**config.mk**
```make
export PLATFORM = sky130hd
export DESIGN_NAME = scmi_db_arbiter
export DESIGN_NICKNAME = d
export VERILOG_FILES = /design/src/rtl/scmi_db_pkg.sv /design/src/rtl/rr_prio_pick.sv /design/src/rtl/scmi_db_arbiter.sv
export SDC_FILE = /design/constraint.sdc
export NUM_CORES = 1
export LEC_CHECK = 0
export BUFFER_PORTS_ARGS = -buffer_cell sky130_fd_sc_hd__clkbuf_2
export CORE_ASPECT_RATIO = 0.9
export CORE_MARGIN = 1
export CORE_UTILIZATION = 55
export CTS_CLUSTER_SIZE = 12
export DETAILED_ROUTE_END_ITERATION = 16
export GPL_ROUTABILITY_DRIVEN = 1
export PLACE_DENSITY_LB_ADDON = 0.3
export SYNTH_ARGS = -nofsm -noshare
export SYNTH_HDL_FRONTEND = slang
export SYNTH_SLANG_ARGS = --single-unit
```
**constraint.sdc**
```tcl
create_clock -name clk_i -period 5 [get_ports clk_i]
set_input_delay 1 -clock clk_i [delete_from_list [all_inputs] [get_ports clk_i]]
set_output_delay 1 -clock clk_i [all_outputs]
set_load 0.01 [all_outputs]
```
**src/rtl/scmi_db_pkg.sv**
```systemverilog
// Shared types and defaults for the SCMI doorbell arbiter.
package scmi_db_pkg;

    typedef enum logic [1:0] {IDLE, NOTIFY, SERVICE} db_state_e;

    localparam int NUM_CH_DEF      = 8;
    localparam int TIMEOUT_CYC_DEF = 100000;

    // Next round-robin position after channel v, wrapping at n.
    function automatic int unsigned wrap_inc(input int unsigned v, input int unsigned n);
        return (v + 1 >= n) ? 0 : v + 1;
    endfunction

endpackage

```
**src/rtl/rr_prio_pick.sv**
```systemverilog
// Combinational round-robin first-one finder: returns the first set request
// bit at or after ptr, wrapping modulo NUM_CH.
module rr_prio_pick #(
    parameter int NUM_CH = 8,
    parameter int ID_W   = $clog2(NUM_CH)
) (
    input  logic [NUM_CH-1:0] req,
    input  logic [ID_W-1:0]   ptr,
    output logic              valid,
    output logic [ID_W-1:0]   id
);

    logic [ID_W-1:0] idx;

    // Scan from the farthest position back to ptr so the nearest hit is written last.
    always_comb begin
        valid = 1'b0;
        id    = '0;
        idx   = '0;
        for (int k = NUM_CH - 1; k >= 0; k--) begin
            idx = ID_W'((int'(ptr) + k) % NUM_CH);
            if (req[idx]) begin
                valid = 1'b1;
                id    = idx;
            end
        end
    end

endmodule

```
**src/rtl/scmi_db_arbiter.sv**
```systemverilog
// Latches SCMI doorbell edges, arbitrates them round-robin and presents one
// channel at a time to the PMS core. Define SCMI_DB_TIMEOUT_EN for a service watchdog.
module scmi_db_arbiter
    import scmi_db_pkg::*;
#(
    parameter int NUM_CH      = NUM_CH_DEF,
    parameter int ID_W        = $clog2(NUM_CH),
    parameter int TIMEOUT_CYC = TIMEOUT_CYC_DEF
) (
    input  logic              clk_i,
    input  logic              rst_ni,
    input  logic [NUM_CH-1:0] db_irq_i,
    input  logic [NUM_CH-1:0] mask_i,
    output logic              irq_o,
    output logic [ID_W-1:0]   irq_id_o,
    input  logic              irq_ack_i,
    input  logic              done_i,
    input  logic [ID_W-1:0]   done_id_i,
    output logic [NUM_CH-1:0] pending_o,
    output logic [NUM_CH-1:0] overrun_o,
    input  logic [NUM_CH-1:0] overrun_clr_i,
    output logic              busy_o,
    output logic              err_o
);

    db_state_e         state;
    logic [NUM_CH-1:0] db_q;
    logic [NUM_CH-1:0] pending_q;
    logic [NUM_CH-1:0] overrun_q;
    logic [ID_W-1:0]   rr_ptr;

    logic [NUM_CH-1:0] rise;
    logic [NUM_CH-1:0] ack_clr;
    logic [NUM_CH-1:0] ov_set;
    logic [NUM_CH-1:0] eligible;
    logic              pick_vld;
    logic [ID_W-1:0]   pick_id;
    logic [ID_W-1:0]   next_ptr;
    logic              ack_fire;
    logic              done_ok;

    assign rise     = db_irq_i & ~db_q;
    assign ack_fire = (state == NOTIFY) && irq_ack_i;
    assign done_ok  = done_i && (done_id_i == irq_id_o);
    assign eligible = pending_q & ~mask_i;
    assign next_ptr = ID_W'(wrap_inc(32'(irq_id_o), NUM_CH));

    always_comb begin
        ack_clr           = '0;
        ack_clr[irq_id_o] = ack_fire;
    end

    // A rise coinciding with its own ack-clear simply re-arms pending; it is not an overrun.
    assign ov_set = rise & pending_q & ~ack_clr;

    rr_prio_pick #(
        .NUM_CH (NUM_CH),
        .ID_W   (ID_W)
    ) u_pick (
        .req   (eligible),
        .ptr   (rr_ptr),
        .valid (pick_vld),
        .id    (pick_id)
    );

    always_ff @(posedge clk_i or negedge rst_ni) begin
        if (!rst_ni) begin
            db_q      <= '0;
            pending_q <= '0;
            overrun_q <= '0;
        end else begin
            db_q      <= db_irq_i;
            pending_q <= (pending_q & ~ack_clr) | rise;
            overrun_q <= (overrun_q & ~overrun_clr_i) | ov_set;
        end
    end

`ifdef SCMI_DB_TIMEOUT_EN
    localparam int TO_W = $clog2(TIMEOUT_CYC + 1);
    logic [TO_W-1:0] to_cnt;
`else
    logic unused_timeout;
    assign unused_timeout = (TIMEOUT_CYC == 0);
`endif

    always_ff @(posedge clk_i or negedge rst_ni) begin
        if (!rst_ni) begin
            state    <= IDLE;
            rr_ptr   <= '0;
            irq_o    <= 1'b0;
            irq_id_o <= '0;
            err_o    <= 1'b0;
`ifdef SCMI_DB_TIMEOUT_EN
            to_cnt   <= '0;
`endif
        end else begin
            // Stray completions outside SERVICE are flagged; SERVICE overrides below.
            err_o <= done_i;
            case (state)
                IDLE: begin
                    if (pick_vld) begin
                        irq_id_o <= pick_id;
                        irq_o    <= 1'b1;
                        state    <= NOTIFY;
                    end
                end
                NOTIFY: begin
                    if (irq_ack_i) begin
                        irq_o  <= 1'b0;
                        state  <= SERVICE;
`ifdef SCMI_DB_TIMEOUT_EN
                        to_cnt <= '0;
`endif
                    end
                end
                SERVICE: begin
                    if (done_ok) begin
                        err_o  <= 1'b0;
                        rr_ptr <= next_ptr;
                        state  <= IDLE;
                    end else begin
`ifdef SCMI_DB_TIMEOUT_EN
                        // to_cnt counts completed SERVICE cycles; this is the last allowed one.
                        if (to_cnt == TO_W'(TIMEOUT_CYC - 1)) begin
                            err_o  <= 1'b1;
                            rr_ptr <= next_ptr;
                            state  <= IDLE;
                        end else begin
                            to_cnt <= to_cnt + 1'b1;
                        end
`endif
                    end
                end
                default: begin
                    irq_o <= 1'b0;
                    state <= IDLE;
                end
            endcase
        end
    end

    assign pending_o = pending_q;
    assign overrun_o = overrun_q;
    assign busy_o    = (state != IDLE);

endmodule

```
==> impl_metrics.toml, run 1 <==
[run_status]
status = "complete, no violations"

[global_routing]
grt_use_met1_pct = 37.0
grt_pass1_vias = 1852
grt_pass1_wl_um = 8980
grt_util_met3_pct = 7.26
grt_antenna_before_repair = 0
grtUsageTotal_pct = 26.6
busiest_layer = "met2"
grt_max_degree = 35
met2_usage_pct = 39.0
grt_overflow_total = 0

[power]
internal_power_mw = 1.03
sequentialPowerShare_pct = 25.6
swShare_pct = 44.4
ir_worst_vdd_v = 0.000376
p_total_mw = 1.85
switchingPower_uw = 821
power_leakage_nw = 1.20
pwr_density_cell_nw_per_um2 = 696
pwr-share-comb_pct = 57.7
p_clk_share_pct = 16.7

[cells_and_area]
area_growth_pct = 17.5
final_cells = 327
n_antenna_cell = 0
fin_nets = 314
drive_gt1_share_pct = 27.4
fillers = 292

[floorplan]
start_util_pct = 58.9
row_count = 21
core_um2 = 3840
die_w_um = 69.6
fp.dieArea_um2 = 4370
die_h_um = 62.8
ioPinCount = 53

[clock_network]
htreeDepth = 2
root_buffer = "clkbuf_8"
cts_tree = "yes"
cts.path.max_buffers = 2
postCtsResizedCells = 0
postCtsHoldBufs = 0
clock_sinks = 34
clkTransAtPathRegs_ns = 0.07
clk_latency_ns = 0.29
cts_buffers = 5
post-cts-setup-buffers = 0

[timing]
finalCritPeriodShare_pct = 65.3
rsz0062_at_grt = "no"
fin_crit_ns = 3.26
clock_skew_ns = 0.00459
relSlewSlack_pct = 39.9
fmax_ghz = 0.306
finalWorstSetupSlack_ns = 1.74
worstMarginPinSlew_ns = 0.876
fin_setup_tns_ns = 0
hold_viol_final = 0
slew_viol_final = 0
setup_viol = 0

[synth]
synthesis.nets = 265
syn_area_per_cell_um2 = 9.78
yosysMostFrequentCell = "dfrtp_1"
synth_area_leaders = "dfrtp_1 (38%), mux2i_1 (6.6%), mux4_2 (6.0%), nand2b_1 (5.0%), o21ai_0 (2.9%)"
synth_common_cells = "dfrtp_1 (34), nand2b_1 (18), nand2_1 (17), nor2_1 (17)"
synth-seq-area-share_pct = 37.7
synth_area_leader_cell = "dfrtp_1"
yosysWarnings = 0
async_flop_share_pct = 100
yosysTopAreaCellShare_pct = 37.7
synthCells = 231
synthFlopType = "dfrtp_1"
synth-seq-cells = 34
ys_types = 52
synth_enable_flop_cells = 0
synth_area_um2 = 2260

[place]
dp_hpwl_um = 3910
gp_congestion = 0.947
port_buffers = 52
post-place-ws_ns = 1.91
dp.cells = 319

[setup_path]
worstPathRequired_ns = 5.14
critPathBufInv = 2
max_stage_delay_ns = 0.82
worstSetupPathType = "reg2reg"
cp-end-kind = "register"
critPathMostFrequentCell = "inv_1"
crit_slowest_cell = "dfrtp_1"
path_max_fanout = 23
path_cells = "inv_1, ha_1, inv_1, mux2_2, a2111oi_0, a221oi_1, o21ai_1, a31oi_1"
worstSetupStartpointType = "register"
critPathTopFamily = "flip-flops"
cp.arrival_ns = 3.41

[routing]
drtIter0Drc = 143
wirelength_um = 5280
vias = 1965
ant_nets = 0
drc_errors = 0
wire_per_inst_um = 16.1
vias_per_cell = 6.01
firstDrtPassIters = 4

[min_path]
hp-class = "reg2reg"

[job]
maxCapViolCount = 0
## worst register-to-register path: cells and delay by family, from the launching register on
kind	cells	cell delay, ns
fa+ha+maj	1	0.62
buf+inv	2	0.50
flops	1	0.82
mux	1	0.35
compound gates	4	0.82
## state kept, by name, summed over array words and instances (netlist names)
register,flops
err_o,1
pending_o,8
state,2
db_q,8
irq_id_o,3
overrun_o,8
irq_o,1
rr_ptr,3
## layout make-up
cell class                      count  area (um2)  share of cell area (%)
Clock buffer                        5        68.8                    2.59
Clock inverter                      3        68.8                    2.59
Inverter                           16        62.6                    2.36
Multi-Input combinational cell    170        1280                    48.2
Sequential cell                    34         851                    32.0
Tap cell                           46        57.6                    2.17
Timing Repair Buffer               53         268                    10.1
## power groups by stage
stage / Combinational, mW / Clock, mW / Sequential [mW]
global route: 1.16 / 0.327 / 0.489
detailed placement: 1.05 / 0 / 0.473
floorplan: 0.869 / 0 / 0.432
finish: 1.07 / 0.309 / 0.472
CTS: 1.06 / 0.313 / 0.469
global placement: 1.03 / 0 / 0.469
## cells in the final DEF, fill, tap and decap left out, types with 2 or more instances in the layout
| cell type | instances |
|---|---|
| mux2_2 | 3 |
| nand2_1 | 17 |
| o2bb2ai_1 | 2 |
| nand3b_1 | 2 |
| o22ai_1 | 9 |
| nor3_1 | 4 |
| xor2_1 | 4 |
| nor2b_1 | 4 |
| mux4_1 | 2 |
| nand3_1 | 2 |
| a311oi_1 | 2 |
| o211ai_1 | 3 |
| a31oi_1 | 3 |
| o21ai_0 | 13 |
| nand2b_1 | 18 |
| o31ai_1 | 2 |
| xnor2_1 | 2 |
| bufinv_16 | 2 |
| mux2i_1 | 15 |
| nor2_1 | 17 |
| clkbuf_2 | 52 |
| clkbuf_8 | 5 |
| dfrtp_1 | 34 |
| o21ai_1 | 3 |
| mux4_2 | 6 |
| inv_1 | 15 |
| a211oi_1 | 6 |
| ha_1 | 3 |
| a21oi_1 | 10 |
## routing by layer
metal  up-vias  wire length, um
li1        943                -
met1       946             2440
met2        68             2460
met3         8              285
met4         0               87
met5         -                0
## cell families after synthesis
logic type | Yosys count | share of synthesized area (%)
buffers and inverters | 27 | 5.76
muxes | 28 | 18.1
xor gates and xnor gates | 7 | 3.05
DFF | 34 | 37.7
and+or+nand+nor | 68 | 14.8
adders and majority gates | 3 | 1.66
AOI/OAI and AO/OA | 64 | 18.9
## stage by stage
| step | area, um2 | utilization (%) | hold WS (ns) |
|---|---|---|---|
| 2_1_floorplan | 2260 | - | 0.488 |
| 3_3_place_gp | 2520 | 65.6 | 0.491 |
| 3_5_place_dp | 2520 | 65.6 | 0.496 |
| 4_1_cts | 2660 | 69.2 | 0.512 |
| 5_1_grt | 2660 | 69.2 | 0.534 |
| 6_report | 2660 | 69.2 | 0.506 |
## final timing paths
check,cells after the start,start,endpoint,slack [ns]
setup / recovery,8,rr_ptr[1]$_DFFE_PN0P_,irq_id_o[2]$_DFFE_PN0P_,1.74
hold / removal,1,irq_o$_DFFE_PN0P_,irq_o$_DFFE_PN0P_,0.51
setup reg to reg,8,rr_ptr[1]$_DFFE_PN0P_,irq_id_o[2]$_DFFE_PN0P_,1.74
hold reg to reg,1,irq_o$_DFFE_PN0P_,irq_o$_DFFE_PN0P_,0.51
max in group asynchronous,1,rst_ni,state[0]$_DFFE_PN0P_,3.69
min in group asynchronous,1,rst_ni,db_q[6]$_DFF_PN0_,0.79
Note: power is estimated with default switching activity, not from simulation.
==> run 2: changes to the inputs <==
--- a/config.mk
+++ b/config.mk
@@ -5,10 +5,11 @@
 export SDC_FILE = /design/constraint.sdc
 export NUM_CORES = 1
 export LEC_CHECK = 0
+export ABC_AREA = 1
 export BUFFER_PORTS_ARGS = -buffer_cell sky130_fd_sc_hd__clkbuf_2
 export CORE_ASPECT_RATIO = 0.9
 export CORE_MARGIN = 1
-export CORE_UTILIZATION = 55
+export CORE_UTILIZATION = 48
 export CTS_CLUSTER_SIZE = 12
 export DETAILED_ROUTE_END_ITERATION = 16
 export GPL_ROUTABILITY_DRIVEN = 1
==> constraint.sdc (replaced) <==
create_clock -name clk_i -period 2.7 [get_ports clk_i]
set_input_delay 0.54 -clock clk_i [delete_from_list [all_inputs] [get_ports clk_i]]
set_output_delay 0.54 -clock clk_i [all_outputs]
set_load 0.01 [all_outputs]
==> run 2 against run 1 <==
Cell area fell by 7.3%. Clock skew fell by 0.0020 ns. Routed wire length fell by 7.4%. Cell count rose by 11%. Setup slack got worse by 1.4 ns. Utilization fell by 9.6 points. Fmax rose by 37%. Die area rose by 5.6%. Sequential cell count did not move. Sequential power rose by 79%. Clock power rose by 23%. Total power rose by 91%. Highest routed layer unchanged.
==> impl_metrics.toml, run 2 <==
[run_status]
status = "complete, no violations"

[global_routing]
grt_max_degree = 35
grt_antenna_before_repair = 0
grt_pass1_wl_um = 8230
grt_overflow_total = 0
grtUsageTotal_pct = 23.3
grt_pass1_vias = 1767

[timing]
relSlewSlack_pct = 45.3
fin_setup_tns_ns = 0
fin_crit_ns = 2.38
finalCritPeriodShare_pct = 88.1
clock_skew_ns = 0.00254
fmax_ghz = 0.420
slew_viol_final = 0
setup_viol = 0
worstMarginPinSlew_ns = 0.820
finalWorstSetupSlack_ns = 0.320
hold_viol_final = 0
rsz0062_at_grt = "no"

[job]
maxCapViolCount = 0

[cells_and_area]
fin_nets = 348
drive_gt1_share_pct = 28.6
area_growth_pct = 18.0
fillers = 389
final_common_cell = "nand2_1"
n_antenna_cell = 0
layout_common_cells = "nand2_1 (57), clkbuf_2 (52), inv_1 (45)"

[clock_network]
postCtsHoldBufs = 0
cts_tree = "yes"
clk_latency_ns = 0.28
root_buffer = "clkbuf_8"
clock_sinks = 34
cts.path.max_buffers = 2
clkTransAtPathRegs_ns = 0.07
cts_buffers = 5
post-cts-setup-buffers = 0
htreeDepth = 2

[floorplan]
fp.dieArea_um2 = 4610
die_h_um = 64.5
ioPinCount = 53
row_count = 22
start_util_pct = 50.5
core_um2 = 4130
die_w_um = 71.5

[place]
post-place-ws_ns = 0.226
port_buffers = 52
dp_hpwl_um = 3930
gp_congestion = 1.02

[synth]
async_flop_share_pct = 100
yosysTopAreaCellShare_pct = 40.8
yosysWarnings = 0
synth_common_cells = "nand2_1 (57), inv_1 (45), nand3_1 (41), dfrtp_1 (34), nand3_2 (16)"
synth_area_um2 = 2090
syn_area_per_cell_um2 = 8.02
ys_types = 29
synth-seq-cells = 34
synthesis.nets = 294
synth-seq-area-share_pct = 40.8
synthCells = 260
synth_enable_flop_cells = 0
synth_area_leaders = "dfrtp_1 (41%), nand2_1 (10%), nand3_1 (9.8%), inv_1 (8.1%), nand3_2 (7.7%)"
yosysMostFrequentCell = "nand2_1"
synthFlopType = "dfrtp_1"
synth_area_leader_cell = "dfrtp_1"

[setup_path]
cp-end-kind = "register"
cp.arrival_ns = 2.56
worstPathRequired_ns = 2.88
crit_slowest_cell = "dfrtp_2"
path_cells = "inv_4, ha_1, inv_1, nand3_1, nand3_2, nand2_4, nor2_4, nand4_4, o21ai_4, nand2_1, nand2_1, inv_1"
worstSetupPathType = "reg2reg"
worstSetupStartpointType = "register"
max_stage_delay_ns = 0.49
path_max_fanout = 11
r2r_slack_ns = 0.32

[power]
swShare_pct = 52.9
switchingPower_mw = 1.86
ir_worst_vdd_v = 0.000564
internal_power_mw = 1.66
pwr-share-comb_pct = 65.2
p_clk_share_pct = 10.8
p_total_mw = 3.52
sequentialPowerShare_pct = 24.0
power_leakage_nw = 1.32
pwr_density_cell_nw_per_um2 = 1430

[routing]
wirelength_um = 4890
vias = 1935
wire_per_inst_um = 13.5
drc_errors = 0
ant_nets = 0
drtIter0Drc = 125
firstDrtPassIters = 5
vias_per_cell = 5.33

[min_path]
hp-class = "in2async"
-- run 2: cell types whose count changed in the layout (fill, tap and decap cells not counted), sizes merged, moves of 6 or more --
| cell | before | now |
|---|---|---|
| nand3 | 2 | 57 |
| inv | 16 | 48 |
| o21ai | 16 | 7 |
| nor2 | 17 | 9 |
| nand2 | 17 | 61 |
| o41ai | 0 | 7 |
| mux4 | 8 | 0 |
| a211oi | 6 | 0 |
| nand2b | 18 | 0 |
| mux2i | 16 | 0 |
-- run 2: critical path, delay by kind of cell (launching register included) --
kind | cells | cell delay [ns]
simple gates | 7 | 0.79
buf+inv | 3 | 0.34
compound gates | 1 | 0.23
fa+ha+maj | 1 | 0.42
flops | 1 | 0.49
-- run 2: cell type report --
| cell class | count | area, um2 | area share [%] |
|---|---|---|---|
| Multi-Input combinational cell | 171 | 1000 | 40.6 |
| Sequential cell | 34 | 852 | 34.6 |
| Timing Repair Buffer | 54 | 275 | 11.2 |
| Inverter | 48 | 183 | 7.42 |
| Clock buffer | 7 | 86.3 | 3.51 |
| Tap cell | 48 | 60.1 | 2.44 |
| Clock inverter | 1 | 5.00 | 0.203 |
-- run 2: final timing paths --
check                                       from                 endpoint  cells after the start
max                        rr_ptr[0]$_DFFE_PN0P_  irq_id_o[0]$_DFFE_PN0P_                     12
min                                       rst_ni   overrun_o[0]$_DFF_PN0_                      1
max reg2reg                rr_ptr[0]$_DFFE_PN0P_  irq_id_o[0]$_DFFE_PN0P_                     12
min reg2reg                    irq_o$_DFFE_PN0P_        irq_o$_DFFE_PN0P_                      2
max in group asynchronous                 rst_ni    rr_ptr[0]$_DFFE_PN0P_                      1
min in group clk_i                   db_irq_i[1]        db_q[1]$_DFF_PN0_                      1
-- run 2: repair_timing --
action                                 4_1_cts  5_1_grt
setup endpoints to repair                    0        2
gates resized for setup                      0        1
endpoints found under the hold margin        0        0
-- run 2: cells by family after synthesis --
| logic type | after synthesis | synth area share (%) |
|---|---|---|
| XOR/XNOR | 7 | 3.30 |
| adder cells (fa/ha/maj) | 3 | 1.80 |
| flip-flops | 34 | 40.8 |
| AND/OR/NAND/NOR | 131 | 33.3 |
| buffers and inverters | 55 | 11.3 |
| AO/OA/AOI/OAI | 30 | 9.54 |
-- run 2: per-stage QoR --
step                      cells  area (um2)  utilization (%)  hold slack (ns)
after global routing        363        2460             59.6            0.368
after floorplan             260        2090                -            0.244
after detailed placement    355        2370             57.4            0.470
after CTS                   363        2460             59.6            0.369
after global placement      355        2370             57.4            0.476
final                       363        2460             59.6            0.345
-- run 2: layer usage --
metal / GRT usage (%) / wire, um / vias up
li1: - / - / 959
met1: 32.2 / 2260 / 893
met2: 36.8 / 2300 / 73
met3: 4.20 / 247 / 10
met4: 8.33 / 85 / 0
met5: 0 / 0 / -
-- run 2: power by group through the flow --
stage / Combinational [mW] / Sequential, mW / Clock [mW]
2_1_floorplan: 1.86 / 0.778 / 0
3_3_place_gp: 2.25 / 0.843 / 0
3_5_place_dp: 2.27 / 0.851 / 0
4_1_cts: 2.28 / 0.844 / 0.389
5_1_grt: 2.60 / 0.868 / 0.413
6_report: 2.30 / 0.846 / 0.380
